--- src/rtl/regfile_wb_if.sv ---
// regfile_wb_if: operand-read, write-back, load-issue and trace signals of the register file
// master: decode/write-back side; drives read indices, write-back request and load issue
// slave: register file; returns operands, Stall and the registered write-back trace
interface regfile_wb_if #(
  parameter int DATA_W = 32,
  parameter int ADDR_W = 5
);
  logic [ADDR_W-1:0] Read_register1;
  logic [ADDR_W-1:0] Read_register2;
  logic [DATA_W-1:0] Read_data1;
  logic [DATA_W-1:0] Read_data2;
  logic              RegWrite;
  logic              MemtoReg;
  logic [ADDR_W-1:0] Write_register;
  logic [DATA_W-1:0] data;
  logic [DATA_W-1:0] ALU_Result;
  logic              Load_issue;
  logic [ADDR_W-1:0] Load_register;
  logic              Stall;
  logic              Wb_valid;
  logic [ADDR_W-1:0] Wb_register;
  logic [DATA_W-1:0] Wb_data;
  modport master (
    output Read_register1, Read_register2, RegWrite, MemtoReg, Write_register,
           data, ALU_Result, Load_issue, Load_register,
    input  Read_data1, Read_data2, Stall, Wb_valid, Wb_register, Wb_data
  );
  modport slave (
    input  Read_register1, Read_register2, RegWrite, MemtoReg, Write_register,
           data, ALU_Result, Load_issue, Load_register,
    output Read_data1, Read_data2, Stall, Wb_valid, Wb_register, Wb_data
  );
endinterface

--- src/rtl/regfile_wb.sv ---
// regfile_wb: register file with write-back select, write-to-read bypass and load scoreboard
// clk: rising-edge clock; rst_n: asynchronous active-low reset
// rf (slave): two combinational read ports, one write-back per cycle, load issue,
//             Stall when a read operand waits on an outstanding load, registered write trace
module regfile_wb #(
  parameter int DATA_W   = 32,
  parameter int ADDR_W   = 5,
  parameter int ZERO_REG = 1,
  parameter int BYPASS   = 1
) (
  input logic         clk,
  input logic         rst_n,
  regfile_wb_if.slave rf
);
  localparam int NREGS = 2 ** ADDR_W;
  logic [DATA_W-1:0] regs_q [NREGS];
  logic [NREGS-1:0]  pending_q, pending_d;
  logic              wb_valid_q;
  logic [ADDR_W-1:0] wb_register_q;
  logic [DATA_W-1:0] wb_data_q;
  logic [DATA_W-1:0] wr_data;
  logic              wr_en, ld_en, byp1, byp2, s1, s2;
  assign wr_data = rf.MemtoReg ? rf.data : rf.ALU_Result;
  assign wr_en   = rf.RegWrite && !(ZERO_REG != 0 && rf.Write_register == '0);
  assign ld_en   = rf.Load_issue && !(ZERO_REG != 0 && rf.Load_register == '0);
  assign byp1    = BYPASS != 0 && wr_en && rf.Write_register == rf.Read_register1;
  assign byp2    = BYPASS != 0 && wr_en && rf.Write_register == rf.Read_register2;
  assign rf.Read_data1 = (ZERO_REG != 0 && rf.Read_register1 == '0) ? '0 :
                         byp1 ? wr_data : regs_q[rf.Read_register1];
  assign rf.Read_data2 = (ZERO_REG != 0 && rf.Read_register2 == '0) ? '0 :
                         byp2 ? wr_data : regs_q[rf.Read_register2];
  // a load being satisfied by a memory write-back this cycle no longer holds decode
  assign s1 = pending_q[rf.Read_register1] && !(byp1 && rf.MemtoReg);
  assign s2 = pending_q[rf.Read_register2] && !(byp2 && rf.MemtoReg);
  assign rf.Stall       = s1 | s2;
  assign rf.Wb_valid    = wb_valid_q;
  assign rf.Wb_register = wb_register_q;
  assign rf.Wb_data     = wb_data_q;
  // clear before set so a new load to the same index stays outstanding
  always_comb begin
    pending_d = pending_q;
    if (wr_en && rf.MemtoReg) pending_d[rf.Write_register] = 1'b0;
    if (ld_en) pending_d[rf.Load_register] = 1'b1;
  end
  always_ff @(posedge clk or negedge rst_n) begin
    if (!rst_n) begin
      for (int i = 0; i < NREGS; i++) regs_q[i] <= '0;
      pending_q     <= '0;
      wb_valid_q    <= 1'b0;
      wb_register_q <= '0;
      wb_data_q     <= '0;
    end else begin
      if (wr_en) begin
        regs_q[rf.Write_register] <= wr_data;
        wb_register_q             <= rf.Write_register;
        wb_data_q                 <= wr_data;
      end
      pending_q  <= pending_d;
      wb_valid_q <= wr_en;
    end
  end
endmodule

--- src/flat_wrapper.sv ---
// flat-port wrapper written by rule: the top's interface ports become plain ports
module regfile_wb_flat 
#(
  parameter int DATA_W   = 32,
  parameter int ADDR_W   = 5,
  parameter int ZERO_REG = 1,
  parameter int BYPASS   = 1
)
  (clk, rst_n, rf_Read_register1, rf_Read_register2, rf_RegWrite, rf_MemtoReg, rf_Write_register, rf_data, rf_ALU_Result, rf_Load_issue, rf_Load_register, rf_Read_data1, rf_Read_data2, rf_Stall, rf_Wb_valid, rf_Wb_register, rf_Wb_data);
  regfile_wb_if #(.DATA_W(DATA_W), .ADDR_W(ADDR_W)) rf_i ();
  input logic clk;
  input logic rst_n;
  input wire logic [$bits(rf_i.Read_register1)-1:0] rf_Read_register1;
  input wire logic [$bits(rf_i.Read_register2)-1:0] rf_Read_register2;
  input wire logic [$bits(rf_i.RegWrite)-1:0] rf_RegWrite;
  input wire logic [$bits(rf_i.MemtoReg)-1:0] rf_MemtoReg;
  input wire logic [$bits(rf_i.Write_register)-1:0] rf_Write_register;
  input wire logic [$bits(rf_i.data)-1:0] rf_data;
  input wire logic [$bits(rf_i.ALU_Result)-1:0] rf_ALU_Result;
  input wire logic [$bits(rf_i.Load_issue)-1:0] rf_Load_issue;
  input wire logic [$bits(rf_i.Load_register)-1:0] rf_Load_register;
  output wire logic [$bits(rf_i.Read_data1)-1:0] rf_Read_data1;
  output wire logic [$bits(rf_i.Read_data2)-1:0] rf_Read_data2;
  output wire logic [$bits(rf_i.Stall)-1:0] rf_Stall;
  output wire logic [$bits(rf_i.Wb_valid)-1:0] rf_Wb_valid;
  output wire logic [$bits(rf_i.Wb_register)-1:0] rf_Wb_register;
  output wire logic [$bits(rf_i.Wb_data)-1:0] rf_Wb_data;
  assign rf_i.Read_register1 = rf_Read_register1;
  assign rf_i.Read_register2 = rf_Read_register2;
  assign rf_i.RegWrite = rf_RegWrite;
  assign rf_i.MemtoReg = rf_MemtoReg;
  assign rf_i.Write_register = rf_Write_register;
  assign rf_i.data = rf_data;
  assign rf_i.ALU_Result = rf_ALU_Result;
  assign rf_i.Load_issue = rf_Load_issue;
  assign rf_i.Load_register = rf_Load_register;
  assign rf_Read_data1 = rf_i.Read_data1;
  assign rf_Read_data2 = rf_i.Read_data2;
  assign rf_Stall = rf_i.Stall;
  assign rf_Wb_valid = rf_i.Wb_valid;
  assign rf_Wb_register = rf_i.Wb_register;
  assign rf_Wb_data = rf_i.Wb_data;
  regfile_wb #(.DATA_W(DATA_W), .ADDR_W(ADDR_W), .ZERO_REG(ZERO_REG), .BYPASS(BYPASS)) u_core (.clk(clk), .rst_n(rst_n), .rf(rf_i));
endmodule
--- config.mk ---
export PLATFORM = sky130hd
export DESIGN_NAME = regfile_wb_flat
export DESIGN_NICKNAME = d
export VERILOG_FILES = /design/src/rtl/regfile_wb_if.sv /design/src/rtl/regfile_wb.sv /design/src/flat_wrapper.sv
export SDC_FILE = /design/constraint.sdc
export NUM_CORES = 2
export LEC_CHECK = 0
export BUFFER_PORTS_ARGS = -buffer_cell sky130_fd_sc_hd__clkbuf_2
export CORE_MARGIN = 8
export CORE_UTILIZATION = 50
export DETAILED_ROUTE_END_ITERATION = 10
export HOLD_SLACK_MARGIN = 0.02
export PLACE_DENSITY = 0.66
export SYNTH_ARGS = -nofsm -noshare
export SYNTH_HDL_FRONTEND = slang
export SYNTH_SLANG_ARGS = --single-unit
--- constraint.sdc ---
create_clock -name clk -period 2.8 [get_ports clk]
set_input_delay 0.14 -clock clk [delete_from_list [all_inputs] [get_ports clk]]
set_output_delay 0.14 -clock clk [all_outputs]
set_load 0.005 [all_outputs]
Word-level counts from Yosys, hierarchy flattened --
Index checks and enable logic that the tools add are counted. W data, S select, Z words.
Storage, ports and cells: register bits 1094, latch bits 0, RAM bits 0, ROM bits 0, bits of input ports 89, output and inout bits 103, logic and storage cells 99, memories kept 0
Cells by class: add/subtract/negate cells 0, multipliers 0, divide/modulo/power cells 0, order comparisons 10, equality and inequality tests 2, shift-type cells 0, multiplexer cells 24, bitwise gates (word level) 7, reduce and logical (&&, ||, !) cells 20
Operator list (count):
- $bwmux W1024 | 1
- $mux W32 | 12
- $bmux W32 S5 | 2
- $demux W32 S5 | 1
- $and A32 B32 Y32 | 1
- $not A32 Y32 | 1
- $or A32 B32 Y32 | 1
- $lt A5 B6 Y1 const B | 4
- $logic_not A5 Y1 | 4
- $ge A6 B6 Y1 const B | 3
- $not A5 Y6 | 3
- $logic_and A1 B1 Y1 | 12
- $bmux W1 S5 | 2
- $demux W1 S5 | 2
- $eq A5 B5 Y1 | 2
- $ge A5 B1 Y1 const B | 2
- $lt A6 B1 Y1 const B | 1
- $logic_not A1 Y1 | 4
- $mux W1 | 4
- $or A1 B1 Y1 | 1

Logic depth before layout (Yosys ltp) --
word-level depth 9, depth in mapped cells 11, mapped depth without buffers 7

Least setup slack after synthesis --
OpenSTA, ideal clock, no wires.
kind input to output, start point in rf_Read_register1[1], end point out rf_Read_data1[20], arrival time 1.763 ns, data required time 2.660 ns, setup slack 0.897 ns, stages 7, path buffers 3, cell sequence buf_4 buf_4 clkbuf_1 mux4_2 mux4_2 nand2_1 o221ai_1
Between the ends: cells in the longest elaborated chain, start to end 6, elaborated cells between the ends (all ways) 9, those cells by class 1 x eq/ne; 5 x mux; 1 x bitwise; 2 x reduce/logical
Ends and longest elaborated chain:
- start: declaration | RTL line flat_wrapper.sv:13 | input wire logic [$bits(rf_i.Read_register1)-1:0] rf_Read_register1;
- $not A5 Y6 (not written as such) | RTL line regfile_wb.sv:29 | byp1 ? wr_data : regs_q[rf.Read_register1];
- $bmux W32 S5 | RTL line regfile_wb.sv:29
- $mux W32 (not written as such) (2 in a row) | RTL line regfile_wb.sv:29
- $mux W32 | RTL line regfile_wb.sv:29
- $mux W32 (*) | RTL line regfile_wb.sv:28 | assign rf.Read_data1 = (ZERO_REG != 0 && rf.Read_register1 == '0) ? '0 :
- end: declaration | RTL line flat_wrapper.sv:22 | output wire logic [$bits(rf_i.Read_data1)-1:0] rf_Read_data1;
Every way passes the cells marked *; elsewhere a longest branch is shown, timed or not. The select of a mux whose other input is x is not followed.

Worst setup path in the final report --
start point reg u_core.regs_q[760] (netlist bit), end point out rf_Read_data1[24]
Between the ends: cells in the longest elaborated chain, start to end 5
Ends and longest elaborated chain:
- start: declaration | RTL line regfile_wb.sv:16 | logic [DATA_W-1:0] regs_q [NREGS];
- start signal: indexed assignment | RTL line regfile_wb.sv:54 | regs_q[rf.Write_register] <= wr_data;
- $bmux W32 S5 | RTL line regfile_wb.sv:29
- $mux W32 (not written as such) (2 in a row) | RTL line regfile_wb.sv:29
- $mux W32 | RTL line regfile_wb.sv:29
- $mux W32 | RTL line regfile_wb.sv:28
No other way between the ends. The select of a mux whose other input is x is not followed.

==> impl_metrics.tcl <==
set metrics [dict create \
    grt_pass1_wl_um 318000 \
    ys.flop_type "dfrtp_1" \
    period_needed_ps 2840 \
    intPower_w 0.0344 \
    antenna_found_initial 14 \
    cp_data_arrival_time_ps 2700 \
    fmax_mhz 352 \
    yosysMostFrequentCell "dfrtp_1" \
    viasPerCell 6.66 \
    crit_chain "mux4_2, mux4_2, nand2_2, o21ai_1, o21bai_4, clkbuf_2" \
    relSlewSlack 0.0788 \
    endpoint_kind "output port" \
    netlist_instances 5355 \
    cp_common_cell "mux4_2" \
    clock_power_share 0.343 \
    rsz0062_at_grt "true" \
    synth_top_family_by_area "multiplexers" \
    tightest_slew_ps 1370 \
    swShare 0.303 \
    grt_max_degree 125 \
    num_rows 123 \
    maxSlewViolCount 0 \
    max_stage_delay_ps 530 \
    ys_warn_count 0 \
    numPortBuffers 191 \
    power_density_mw_per_mm2 744 \
    dr.first_iter.drc_count 6563 \
    path_max_fanout 3 \
    seq_area_frac_synth 0.482 \
    synth_top_area_share 0.482 \
    place_ws_ps -145 \
    p_leak_nw 28.8 \
    clkTransAtPathRegs_ps 60 \
    synthMuxAreaShare 0.215 \
    maxCapViolations 0 \
    synth_compound_gate_area_share 0.153 \
    die_h_um 353 \
    cts_root_buf "clkbuf_16" \
    die_w_um 353 \
    drive_above_1_share 0.229 \
    synthesis.nets 5444 \
    hold_class "in2reg" \
    cpMaxStageDelayCell "mux4_2" \
    yosys.area.top_type "dfrtp_1" \
    path_class "reg2out" \
    area_growth_syn_to_layout_pct 16.7 \
    dr.pass1.iters 6 \
    io_pins 192 \
    synth-xor-area-share 0.00154 \
    drc 0 \
    switching_power_w 0.0150 \
    layout.cells.non_filler 7078 \
    dieArea_sq_mm 0.125 \
    status "finished, violations left" \
    gp_congestion 0.932 \
    p_seq_frac 0.438 \
    start_kind "flop" \
    pwr-share-comb 0.219 \
    grt_pass1_vias 46500 \
    ys_ff_latch 1094 \
    htreeDepth 3 \
    core_sq_mm 0.113 \
    clk_latency_ps 700 \
    dp.cells 6805 \
    synth.area.top_cells "dfrtp_1 (48%), mux4_2 (16%), o21ai_0 (6.4%), nand2_1 (5.2%), mux2i_1 (5.1%)" \
    nets 5569 \
    grt_usage 0.340 \
    synth_area_sq_mm 0.0568 \
    vdd_drop_max_mv 0.529 \
    cts_sinks 1094 \
    initial_core_util 0.504 \
    setup_violations 3 \
    finalCritPeriodShare 1.01 \
    required_ps 2660 \
    synth-simple-area-share 0.0987 \
    synth-edff-count 0 \
    async_flop_share 1.00 \
    final.setup.worst_slack_ps -38.1 \
    place_hpwl_um 140000 \
    final_antenna_net_count 0 \
    post_drt_wl_per_cell_um 30.6 \
    utilization 0.589 \
    synth_fa_ha_area_frac 0 \
    via_count 47100 \
    yosysUniqueCellTypes 72 \
    cts_buffers 117 \
    cts_tree "done" \
    violations "setup timing" \
    grt-ovfl-total 0 \
    clockBufferDepth 3 \
    syn_avg_cell_area_sq_um 10.6 \
    hold_viol 0 \
    drt-total-wl_um 216000 \
    ys_top_cells_by_count "dfrtp_1 (1094), nand2_1 (789), o21ai_0 (725)" \
    clock_skew_ps 0 \
]
[kinds of logic after synthesis]
| family | Yosys count |
|---|---|
| buffers and inverters | 595 |
| XOR/XNOR | 10 |
| AO/OA/AOI/OAI | 1535 |
| flip-flops | 1094 |
| multiplexers | 709 |
| AND/OR/NAND/NOR | 1412 |
[power by group through the flow]
stage | Combinational (W) | Sequential (W) | Clock, W
after floorplan | 0.00714 | 0.0209 | 0
after global placement | 0.0102 | 0.0215 | 0
after detailed placement | 0.0104 | 0.0217 | 0
after CTS | 0.0106 | 0.0215 | 0.0170
after global routing | 0.0117 | 0.0220 | 0.0176
final | 0.0108 | 0.0216 | 0.0170
[what timing repair did]
action                     4_1_cts  5_1_grt
hold endpoints to repair       937        0
hold buffers                    53        0
buffers inserted                 2        4
gates resized for setup         16       31
pin swaps                        4        7
setup endpoints to repair       16       23
[final cells by class]
type	count	area (sq um)
Fill cell	9225	46300
Sequential cell	1094	27400
Tap cell	1500	1880
Timing Repair Buffer	593	5400
Clock inverter	54	754
Inverter	8	30.0
Antenna cell	3	7.51
Clock buffer	160	3420
Multi-Input combinational cell	3666	27500
[final timing paths]
path | slack [ps] | cells after the start | endpoint | startpoint
min in group asynchronous | 160 | 3 | u_core.rf.Wb_data[2] | rst_n
hold / removal | 60 | 4 | u_core.regs_q[285] | rf_data[29]
max in group asynchronous | 1940 | 3 | u_core.regs_q[953] | rst_n
hold reg to reg | 390 | 0 | u_core.pending_q[0] | u_core.pending_q[0]
setup reg to reg | 1580 | 2 | u_core.rf.Wb_register[4] | u_core.rf.Wb_register[4]
setup / recovery | -40 | 6 | rf_Read_data1[24] | u_core.regs_q[760]
[worst max-delay path, delay by kind of cell (launching register included)]
| family | cells | cell delay (ps) |
|---|---|---|
| buffers and inverters | 1 | 160 |
| AND/OR/NAND/NOR | 1 | 90 |
| AO/OA/AOI/OAI | 2 | 310 |
| multiplexers | 2 | 1020 |
| flip-flops | 1 | 410 |
[layer usage]
layer  track usage  wire length (um)  share of wire
met3        0.0980             26200           0.12
met5             0                51        0.00024
met4         0.195             14300          0.066
met2         0.509             96500           0.45
met1         0.442             79400           0.37
[flip-flops by register name (all words and copies together), names as in the netlist]
signal	flops
u_core.rf.Wb_valid	1
u_core.pending_q	32
u_core.regs_q	1024
u_core.rf.Wb_register	5
u_core.rf.Wb_data	32
[cells in the final DEF (no fill, tap or decap), types with 8 or more instances in the layout]
cell	instances
clkbuf_1	13
clkbuf_2	178
o21ai_1	9
nand2_1	773
buf_4	255
inv_1	8
clkinv_2	25
o21a_1	9
dlygate4sd3_1	52
a221oi_1	55
a22oi_1	39
nor2_1	468
mux2i_4	32
nor3_1	41
nand2_4	13
a211oi_2	11
a31oi_1	9
mux2i_1	260
xnor2_1	8
nand2b_1	12
a21oi_1	427
nand3_1	26
a221o_1	9
dfrtp_1	1094
buf_12	97
a211oi_1	52
clkbuf_8	29
nor2b_1	13
mux2_2	9
o221ai_1	17
mux4_2	406
nor2_4	12
clkbuf_16	120
o211ai_1	18
o22ai_1	96
bufinv_16	17
o32ai_1	8
o21ai_0	720
[per-stage QoR]
step                cell area, sq um  setup TNS, ps  total power [W]  hold slack [ps]
floorplan                      56800              0           0.0281             -156
global placement               61400           -261           0.0317             97.9
detailed placement             61400           -407           0.0322             98.6
CTS                            66200           -224           0.0491             21.8
global route                   66300           -176           0.0513             72.4
finish                         66300          -66.8           0.0494             63.8
No activity file was read; power rests on OpenSTA's default activity.
